**src/rtl/comp_multiplier_if.sv**
```systemverilog
`default_nettype none
// +----------------------------------------------------------------------------+
// | Module   : comp_multiplier_if                                              |
// | Purpose  : Handshake and operand bundle for the sequential multiplier.     |
// |            The controller (master) drives Run and the operands. The        |
// |            multiplier (slave) returns Product and Ready.                   |
// | Signals  : Run          start request, level-sensitive                     |
// |            Multiplicand operand A, WIDTH bits                              |
// |            Multiplier   operand B, WIDTH bits                              |
// |            Product      2*WIDTH-bit result, valid while Ready=1            |
// |            Ready        result complete                                    |
// | Revision : 1.0  initial release                                            |
// +----------------------------------------------------------------------------+
interface comp_multiplier_if #(
  parameter int WIDTH = 32
);
  logic               Run;
  logic [WIDTH-1:0]   Multiplicand;
  logic [WIDTH-1:0]   Multiplier;
  logic [2*WIDTH-1:0] Product;
  logic               Ready;

  modport master (
    output Run,
    output Multiplicand,
    output Multiplier,
    input  Product,
    input  Ready
  );

  modport slave (
    input  Run,
    input  Multiplicand,
    input  Multiplier,
    output Product,
    output Ready
  );
endinterface
`default_nettype wire

```
**src/rtl/comp_multiplier.sv**
```systemverilog
`default_nettype none
// +----------------------------------------------------------------------------+
// | Module   : comp_multiplier                                                 |
// | Purpose  : Shift-and-add multiplier, one add/shift step per clock.         |
// |            WIDTH steps per operation; Ready rises WIDTH+1 edges after the  |
// |            edge that samples Run.                                          |
// | Ports    : clk    rising-edge clock                                        |
// |            Reset  asynchronous, active-high reset                          |
// |            bus    comp_multiplier_if.slave (Run, Multiplicand, Multiplier, |
// |                   Product, Ready)                                          |
// | Option   : COMPMUL_SIGNED_EN -- when defined, operands are two's-          |
// |            complement and Booth radix-2 recoding is used. Latency and      |
// |            handshake do not change.                                        |
// | Revision : 1.0  initial release                                            |
// +----------------------------------------------------------------------------+
module comp_multiplier #(
  parameter int WIDTH = 32
) (
  input  wire logic         clk,
  input  wire logic         Reset,
  comp_multiplier_if.slave  bus
);

  localparam int unsigned      c_CNT_W = $clog2(WIDTH + 1);
  localparam logic [c_CNT_W-1:0] c_ITER = c_CNT_W'(WIDTH);

  typedef enum logic [1:0] {
    S_IDLE = 2'd0,
    S_CALC = 2'd1,
    S_DONE = 2'd2
  } state_t;

  state_t               r_state, w_state_nxt;
  logic [2*WIDTH-1:0]   r_prod,  w_prod_nxt;
  logic [WIDTH-1:0]     r_mcand, w_mcand_nxt;
  logic [c_CNT_W-1:0]   r_cnt,   w_cnt_nxt;
  logic                 r_armed, w_armed_nxt;
  logic [WIDTH:0]       w_sum;
`ifdef COMPMUL_SIGNED_EN
  logic                 r_prev, w_prev_nxt;
`endif

  // Upper-half update for one step. The sum is WIDTH+1 bits so the carry
  // (unsigned) or the true sign (Booth) survives into the shift.
  always_comb begin
    w_sum = {1'b0, r_prod[2*WIDTH-1:WIDTH]};
`ifdef COMPMUL_SIGNED_EN
    case ({r_prod[0], r_prev})
      2'b10:   w_sum = {r_prod[2*WIDTH-1], r_prod[2*WIDTH-1:WIDTH]}
                       - {r_mcand[WIDTH-1], r_mcand};
      2'b01:   w_sum = {r_prod[2*WIDTH-1], r_prod[2*WIDTH-1:WIDTH]}
                       + {r_mcand[WIDTH-1], r_mcand};
      default: w_sum = {r_prod[2*WIDTH-1], r_prod[2*WIDTH-1:WIDTH]};
    endcase
`else
    if (r_prod[0]) begin
      w_sum = {1'b0, r_prod[2*WIDTH-1:WIDTH]} + {1'b0, r_mcand};
    end
`endif
  end

  // Next-state and datapath control.
  always_comb begin
    w_state_nxt = r_state;
    w_prod_nxt  = r_prod;
    w_mcand_nxt = r_mcand;
    w_cnt_nxt   = r_cnt;
    w_armed_nxt = r_armed;
`ifdef COMPMUL_SIGNED_EN
    w_prev_nxt  = r_prev;
`endif
    case (r_state)
      S_IDLE, S_DONE: begin
        // From DONE a restart is only honoured after Run has been seen low,
        // so a held Run keeps the finished result on the outputs.
        if (bus.Run && (r_state == S_IDLE || r_armed)) begin
          w_state_nxt = S_CALC;
          w_mcand_nxt = bus.Multiplicand;
          w_prod_nxt  = {{WIDTH{1'b0}}, bus.Multiplier};
          w_cnt_nxt   = '0;
          w_armed_nxt = 1'b0;
`ifdef COMPMUL_SIGNED_EN
          w_prev_nxt  = 1'b0;
`endif
        end else if (r_state == S_DONE && !bus.Run) begin
          w_armed_nxt = 1'b1;
        end
      end
      S_CALC: begin
        // WIDTH shift steps, then one more edge to enter DONE so that Ready
        // appears WIDTH+1 edges after the start edge.
        if (r_cnt == c_ITER) begin
          w_state_nxt = S_DONE;
        end else begin
          w_prod_nxt = {w_sum, r_prod[WIDTH-1:1]};
          w_cnt_nxt  = r_cnt + c_CNT_W'(1);
`ifdef COMPMUL_SIGNED_EN
          w_prev_nxt = r_prod[0];
`endif
        end
      end
      default: begin
        w_state_nxt = S_IDLE;
      end
    endcase
  end

  always_ff @(posedge clk or posedge Reset) begin
    if (Reset) begin
      r_state <= S_IDLE;
      r_prod  <= '0;
      r_mcand <= '0;
      r_cnt   <= '0;
      r_armed <= 1'b0;
`ifdef COMPMUL_SIGNED_EN
      r_prev  <= 1'b0;
`endif
    end else begin
      r_state <= w_state_nxt;
      r_prod  <= w_prod_nxt;
      r_mcand <= w_mcand_nxt;
      r_cnt   <= w_cnt_nxt;
      r_armed <= w_armed_nxt;
`ifdef COMPMUL_SIGNED_EN
      r_prev  <= w_prev_nxt;
`endif
    end
  end

  assign bus.Product = r_prod;
  assign bus.Ready   = (r_state == S_DONE);

endmodule
`default_nettype wire

```
**src/flat_wrapper.sv**
```systemverilog
// flat-port wrapper written by rule: the top's interface ports become plain ports
module comp_multiplier_flat 
#(
  parameter int WIDTH = 32
)
  (clk, Reset, bus_Run, bus_Multiplicand, bus_Multiplier, bus_Product, bus_Ready);
  comp_multiplier_if #(.WIDTH(WIDTH)) bus_i ();
  input  wire logic clk;
  input  wire logic Reset;
  input wire logic [$bits(bus_i.Run)-1:0] bus_Run;
  input wire logic [$bits(bus_i.Multiplicand)-1:0] bus_Multiplicand;
  input wire logic [$bits(bus_i.Multiplier)-1:0] bus_Multiplier;
  output wire logic [$bits(bus_i.Product)-1:0] bus_Product;
  output wire logic [$bits(bus_i.Ready)-1:0] bus_Ready;
  assign bus_i.Run = bus_Run;
  assign bus_i.Multiplicand = bus_Multiplicand;
  assign bus_i.Multiplier = bus_Multiplier;
  assign bus_Product = bus_i.Product;
  assign bus_Ready = bus_i.Ready;
  comp_multiplier #(.WIDTH(WIDTH)) u_core (.clk(clk), .Reset(Reset), .bus(bus_i));
endmodule
```
**config.mk**
```make
export PLATFORM = sky130hd
export DESIGN_NAME = comp_multiplier_flat
export DESIGN_NICKNAME = d
export VERILOG_FILES = /design/src/rtl/comp_multiplier_if.sv /design/src/rtl/comp_multiplier.sv /design/src/flat_wrapper.sv
export SDC_FILE = /design/constraint.sdc
export NUM_CORES = 1
export LEC_CHECK = 0
export ABC_AREA = 0
export ABC_CLOCK_PERIOD_IN_PS = 5400
export CORE_MARGIN = 2
export CORE_UTILIZATION = 35
export DETAILED_ROUTE_END_ITERATION = 6
export DONT_BUFFER_PORTS = 1
export GPL_ROUTABILITY_DRIVEN = 0
export PLACE_DENSITY = 0.51
export SETUP_SLACK_MARGIN = 0.2
export SYNTH_ARGS = -nofsm -noshare
export SYNTH_HDL_FRONTEND = slang
export SYNTH_SLANG_ARGS = --single-unit
```
**constraint.sdc**
```tcl
create_clock -name clk -period 5.4 [get_ports clk]
set_clock_uncertainty 0.1 [all_clocks]
set_input_delay 1.08 -clock clk [delete_from_list [all_inputs] [get_ports clk]]
set_output_delay 1.08 -clock clk [all_outputs]
set_load 0.02 [all_outputs]
```
==> results of run 1 <==
## sequential cells by signal (all words and copies together), names as in the netlist
name	count
u_core.r_state	2
u_core.r_mcand	32
u_core.bus.Product	64
u_core.r_cnt	6
u_core.r_armed	1
## cells by family (layout without fill, tap and decap cells)
group	Yosys count	in the layout	share of synthesized area (%)
xor+xnor	27	27	3.84
compound gates	179	179	19.5
flops	105	105	42.7
fa+ha+maj	35	35	7.23
mux	20	20	3.25
simple gates	300	300	20.8
buf+inv	45	33	2.74
## cells in the final DEF (no fill, tap or decap), drive strengths merged, types with 16 or more instances in the layout
master and n:
nand2 196, nor2 38, nand3 26, a21oi 42, mux2i 20, xnor2 16
dfrtp 105, o21ai 47, ha 34, a22oi 33
## where the power goes
group / switching [mW] / internal [mW]
Combinational: 1.69 / 1.19
Sequential: 0.688 / 1.19
Clock: 0.318 / 0.320
## layout make-up
cell class | instances | area [um^2]
clock buffers | 10 | 229
clock inverters | 6 | 50.0
fillers | 1738 | 10600
inverters | 10 | 40.0
multi-input cells | 561 | 3380
flip-flops and latches | 105 | 2630
well taps | 225 | 282
repair buffers | 7 | 52.6
## worst max path at each step
stage                      startpoint                endpoint  slack (ps)
2_1_floorplan                   Reset   u_core.bus.Product[0]        1460
3_3_place_gp   u_core.bus.Product[32]  u_core.bus.Product[61]        2160
3_5_place_dp   u_core.bus.Product[32]  u_core.bus.Product[61]        2140
4_1_cts        u_core.bus.Product[32]  u_core.bus.Product[61]        2080
5_1_grt        u_core.bus.Product[32]  u_core.bus.Product[61]        1900
6_report       u_core.bus.Product[32]  u_core.bus.Product[61]        2110
## layer usage
layer  global-route usage [%]  part of all wire [%]  vias to the layer above
li1                         -                     -                     2449
met1                     23.9                    46                     2355
met4                     6.37                   2.0                        0
met2                     26.9                    44                      141
met3                     5.22                   7.9                       19
met5                        0                     0                        -
## critical path, cell delays in order (launching register included)
cell and delay, ps:
dfrtp_1 480, ha_1 270, fa_1 450, a211oi_2 280
o21bai_2 150, o41ai_4 340, o31a_4 250, nor2_4 50
a2111oi_4 420, nor2_1 120, o311ai_2 260
## per-stage QoR
step	std cells	utilization [%]	area (um^2)
2_1_floorplan	711	-	6160
6_report	924	38.6	6660
3_5_place_dp	908	37.0	6380
5_1_grt	924	38.6	6660
3_3_place_gp	908	37.0	6380
4_1_cts	924	38.6	6660
==> summary.txt, run 1 <==
Yosys
  – Mapped Nets: 813
  – Top-count cell post-synth: nand2_1
  – Unique cell type count in the Yosys netlist: 51
  – Synth Cell Area: 0.00616 mm^2
  – Warnings from Yosys: 0
  – Mean post-synth cell area: 8.66 um^2
  – Synth top area cells: dfrtp_1 (43%), nand2_1 (12%), ha_1 (6.9%), a22oi_1 (4.0%), a21oi_1 (3.3%)
  – Synth top area share: 42.7%
  – Gate Count Post-Synth: 711
  – #FFs+latches synth: 105
  – Largest area contributor in the netlist: dfrtp_1
  – Synth async-reset ratio: 100%
  – Post-synth EDFFs: 0
  – Register area share after synthesis: 42.7%
  – Main synth FF type: dfrtp_1
  – Top post-synthesis cells by count: nand2_1 (196), dfrtp_1 (105), a21oi_1 (41)

Timing
  – Slew @ Worst Pin: 871 ps
  – Setup ws final: 2110 ps
  – FMAX: 304 MHz
  – Slew Limit Fails: 0
  – Post-layout min period: 3290 ps
  – Unrepaired setup endpoints after global routing: no
  – Final Hold Fails: 0
  – Worst Hold Slack: 385 ps
  – Slew headroom: 41.8%
  – Tcrit/Tclk final: 60.9%
  – Final setup viols: 0
  – Setup_tns: 0 ps

Clock network
  – CTS Buffer Depth: 2
  – Later-pin clock latency in the skew report: 350 ps
  – Clk sinks: 105
  – Inserted Clock Buffers: 9
  – CTS Root Cell: clkbuf_16
  – Post-CTS Setup Inserts: 0
  – Post-CTS Resized: 0
  – H-tree Lvls: 3
  – CTS tree: done
  – Clock slew at reported path FFs: 80 ps
  – # hold bufs at CTS: 0

Global route
  – Total GRT Usage: 17.7%
  – Initial antenna violation count: 0
  – First-pass GRT wire length: 26.0 mm
  – Vias in the first global route: 5083
  – Grt total ovfl: 0
  – Largest net degree at the start of global routing: 69

Placement
  – Hpwl dp: 11.0 mm
  – Port bufs: 0
  – Placement Setup Slack: 2140 ps

Setup path
  – Cells on worst reg2reg path: 10
  – Worst reg2reg setup slack: 2110 ps
  – Critical path data required time: 5550 ps
  – CP Launch Type: flip-flop
  – Crit path kind: reg2reg
  – CP arrival: 3440 ps
  – Reg2Reg Launch Point: u_core.bus.Product[32]
  – CP Capture Type: flip-flop
  – CP max FO: 5
  – Reg-to-Reg End: u_core.bus.Product[61]

Min path
  – Hold WC Path Type: reg2reg
  – Hold path depth: 2
  – Hold EP: u_core.r_mcand[0]
  – Min-delay src: u_core.r_mcand[0]

Detailed routing
  – Vias per cell: 5.37
  – Final ANT Viol Nets: 0
  – Wire per inst: 17.1 um
  – First-pass iteration count of the detailed router: 7
  – Final WL: 15.8 mm
  – DRT iter0 DRCs: 261
  – Total number of vias: 4964
  – Remaining DRCs: 0

Floorplanning
  – Starting Density: 35.7%
  – Core ar.: 0.0172 mm^2
  – Die height: 137 um
  – Die area: 0.0187 mm^2
  – # IOs: 132
  – Row cnt: 48
  – Die width: 137 um

Run
  – Max-Cap Viols: 0

Pwr
  – Power Density: 810 mW/mm^2
  – Peak supply drop: 0.000282 V
  – Tot Pwr: 5.40 mW
  – Lkg Pwr: 3.11 nW

Finish
  – Antenna Cells: 0
  – Final #Nets: 796
  – P&R area growth vs syn: 8.13%
  – Proportion of layout cells with a drive suffix above 1: 5.72%

Run status
  – Status: finished clean
Note: power is estimated with default switching activity, not from simulation.
==> run 2, diff against run 1 <==
Settings changed: ABC_CLOCK_PERIOD_IN_PS 5400 to 2800, PLACE_DENSITY 0.51 to 0.53.
Clock period 5.4 ns to 2.8 ns, I/O delays scaled along.
==> run 2 against run 1 <==
Net effect: via count up 5.1%; register-to-register slack worse by 2000 ps; core utilization up 2.8 points; worst hold slack worse by 310 ps; fmax up 21%; sequential power up 79%; first-iteration DRC count up 31%; routed wire length up 4.4%; power up 110%; sequential cell count unchanged; critical endpoint is now u_core.bus.Product[63]; largest cell class unchanged; highest routed layer unchanged.
==> summary.txt, run 2 (synthesized netlist as in run 1, its figures left out) <==
Timing
  – Post-layout min period: 2720 ps (-566 ps)
  – Worst Hold Slack: 75.4 ps (-309 ps)
  – Final Hold Fails: 0 (unchanged)
  – Tcrit/Tclk final: 97.2% (+36 points)
  – Slew Limit Fails: 0 (unchanged)
  – Final setup viols: 0 (unchanged)
  – Unrepaired setup endpoints after global routing: yes
  – Slew headroom: 50.2% (+8.5 points)
  – FMAX: 367 MHz (+21%)
  – Slew @ Worst Pin: 745 ps (-126 ps)

Setup path
  – Critical path data required time: 2960 ps (-2590 ps)
  – Crit-path cells: ha_4, fa_2, a211oi_2, o21bai_2, o41ai_4, o31a_4, nor2_4, a2111oi_4, o21ai_1, a31o_1
  – CP max FO: 4 (-1)
  – Reg2Reg Launch Point: u_core.r_mcand[0]
  – Cells on worst reg2reg path: 10 (unchanged)
  – CP arrival: 2880 ps (-560 ps)
  – CP Capture Type: flip-flop
  – CP Launch Type: flip-flop
  – Reg-to-Reg End: u_core.bus.Product[63]
  – Critical path's largest stage delay: 420 ps (-60 ps)
  – Critical path's slowest cell: dfrtp_1
  – Crit path kind: reg2reg
  – Worst reg2reg setup slack: 80 ps (-2030 ps)

Run
  – Max-Cap Viols: 0 (unchanged)

Floorplanning
  – Die height: 137 um (unchanged)
  – Row cnt: 48 (unchanged)
  – Core ar.: 0.0172 mm^2 (unchanged)
  – Starting Density: 35.7% (unchanged)
  – # IOs: 132 (unchanged)
  – Die area: 0.0187 mm^2 (unchanged)
  – Die width: 137 um (unchanged)

Finish
  – Final #Nets: 839 (+5.4%)
  – Antenna Cells: 0 (unchanged)
  – Max reg flops: 64 (unchanged)
  – P&R area growth vs syn: 16.0%
  – Most common cell after layout, fill and taps aside: nand2_1
  – Proportion of layout cells with a drive suffix above 1: 13.6% (+7.9 points)
  – Fin area: 0.00714 mm^2 (+7.3%)
  – Most frequent cells in the layout: nand2_1 (196), dfrtp_1 (103), buf_4 (47)

Pwr
  – Power share of the clock group: 11.3% (-0.5 points)
  – Sequential share of power: 29.8% (-5.1 points)
  – Switch Pwr: 5.53 mW (+100%)
  – Lkg Pwr: 3.35 nW (+7.9%)
  – Peak supply drop: 0.000558 V (+98%)
  – Power Density: 1590 mW/mm^2 (+96%)
  – Switching share of power: 48.8% (-1.2 points)
  – Pint: 5.80 mW (+110%)
  – Comb pwr share: 58.9% (+5.6 points)

Global route
  – Largest net degree at the start of global routing: 69 (unchanged)
  – First-pass GRT wire length: 27.0 mm (+3.8%)
  – Total GRT Usage: 18.4% (+0.68 points)
  – Initial antenna violation count: 0 (unchanged)
  – Grt total ovfl: 0 (unchanged)
  – Vias in the first global route: 5231 (+2.9%)

Detailed routing
  – Wire per inst: 17.0 um (-0.22%)
  – Vias per cell: 5.39 (+0.40%)
  – Total number of vias: 5216 (+5.1%)
  – Final ANT Viol Nets: 0 (unchanged)
  – Remaining DRCs: 0 (unchanged)
  – Final WL: 16.5 mm (+4.4%)
  – DRT iter0 DRCs: 343 (+31%)
  – First-pass iteration count of the detailed router: 5 (-2)

Clock network
  – Inserted Clock Buffers: 9 (unchanged)
  – Clk sinks: 105 (unchanged)
  – CTS tree: done
  – Clock slew at reported path FFs: 80 ps (about the same)
  – Later-pin clock latency in the skew report: 370 ps (+20 ps)
  – H-tree Lvls: 3 (unchanged)
  – # hold bufs at CTS: 0 (unchanged)
  – CTS Buffer Depth: 2 (unchanged)
  – CTS Root Cell: clkbuf_16

Placement
  – Post-DP Area: 0.00671 mm^2 (+5.1%)
  – Hpwl dp: 11.8 mm (+7.2%)
  – Port bufs: 0 (unchanged)

Run status
  – Status: finished clean

Min path
  – Hold WC Path Type: in2async
-- run 2: cell count changes in the layout (fill, tap and decap cells not counted), sizes merged --
| cell | delta |
|---|---|
| buf | +43 |
| inv | -1 |
| clkinvlp | -1 |
| clkinv | +2 |
-- run 2: per-layer routing --
metal  routed length (um)  track usage, %
met1                 7370            24.0
met2                 7490            29.1
met3                 1420            6.44
met4                  206            4.80
met5                    0               0
-- run 2: what timing repair did --
item	4_1_cts	5_1_grt
gates resized for setup	8	18
setup endpoints to repair	13	17
setup buffers	2	3
cloned	0	0
pin swaps	6	13
-- run 2: stage by stage --
| stage | std cells | setup TNS, ps | total power [mW] | util, % | setup WS (ps) |
|---|---|---|---|---|---|
| floorplan | 711 | 0 | 7.94 | - | 19.8 |
| global placement | 946 | 0 | 9.62 | 38.9 | 49.3 |
| detailed placement | 946 | -5.43 | 9.75 | 38.9 | -5.43 |
| CTS | 964 | 0 | 11.2 | 40.8 | 8.07 |
| global route | 967 | -163 | 12.4 | 41.4 | -64.1 |
| finish | 967 | 0 | 11.3 | 41.4 | 78.9 |
-- run 2: layout make-up --
cell class,instances,area (um^2)
fillers,1691,10100
multi-input cells,561,3490
flip-flops and latches,105,2630
repair buffers,50,404
well taps,225,282
clock buffers,10,239
clock inverters,6,57.6
inverters,10,41.3
-- run 2: worst max-delay path, delay by kind of cell, from the launching register on --
kind                     cells  cell delay, ps
AO/OA/AOI/OAI                7            1520
adder cells (fa/ha/maj)      2             550
flip-flops                   1             420
AND/OR/NAND/NOR              1              40
-- run 2: power groups by stage --
| stage | Sequential [mW] | Combinational (mW) | Clock [mW] |
|---|---|---|---|
| 2_1_floorplan | 3.40 | 4.54 | 0 |
| 3_3_place_gp | 3.38 | 6.24 | 0 |
| 3_5_place_dp | 3.38 | 6.37 | 0 |
| 4_1_cts | 3.37 | 6.47 | 1.33 |
| 5_1_grt | 3.49 | 7.48 | 1.39 |
| 6_report | 3.37 | 6.67 | 1.28 |
-- run 2: how the worst max path moves through the flow --
| stage | startpoint | endpoint | slack, ps | depth (start not counted) |
|---|---|---|---|---|
| 3_5_place_dp | u_core.bus.Product[35] | u_core.bus.Product[56] | -5 | 9 |
| 3_3_place_gp | u_core.bus.Product[35] | u_core.bus.Product[56] | 50 | 9 |
| 2_1_floorplan | u_core.bus.Product[32] | u_core.bus.Product[63] | 20 | 10 |
| 4_1_cts | u_core.r_mcand[0] | u_core.bus.Product[61] | 8 | 10 |
| 6_report | u_core.r_mcand[0] | u_core.bus.Product[63] | 80 | 10 |
| 5_1_grt | u_core.r_mcand[0] | u_core.bus.Product[61] | -60 | 10 |
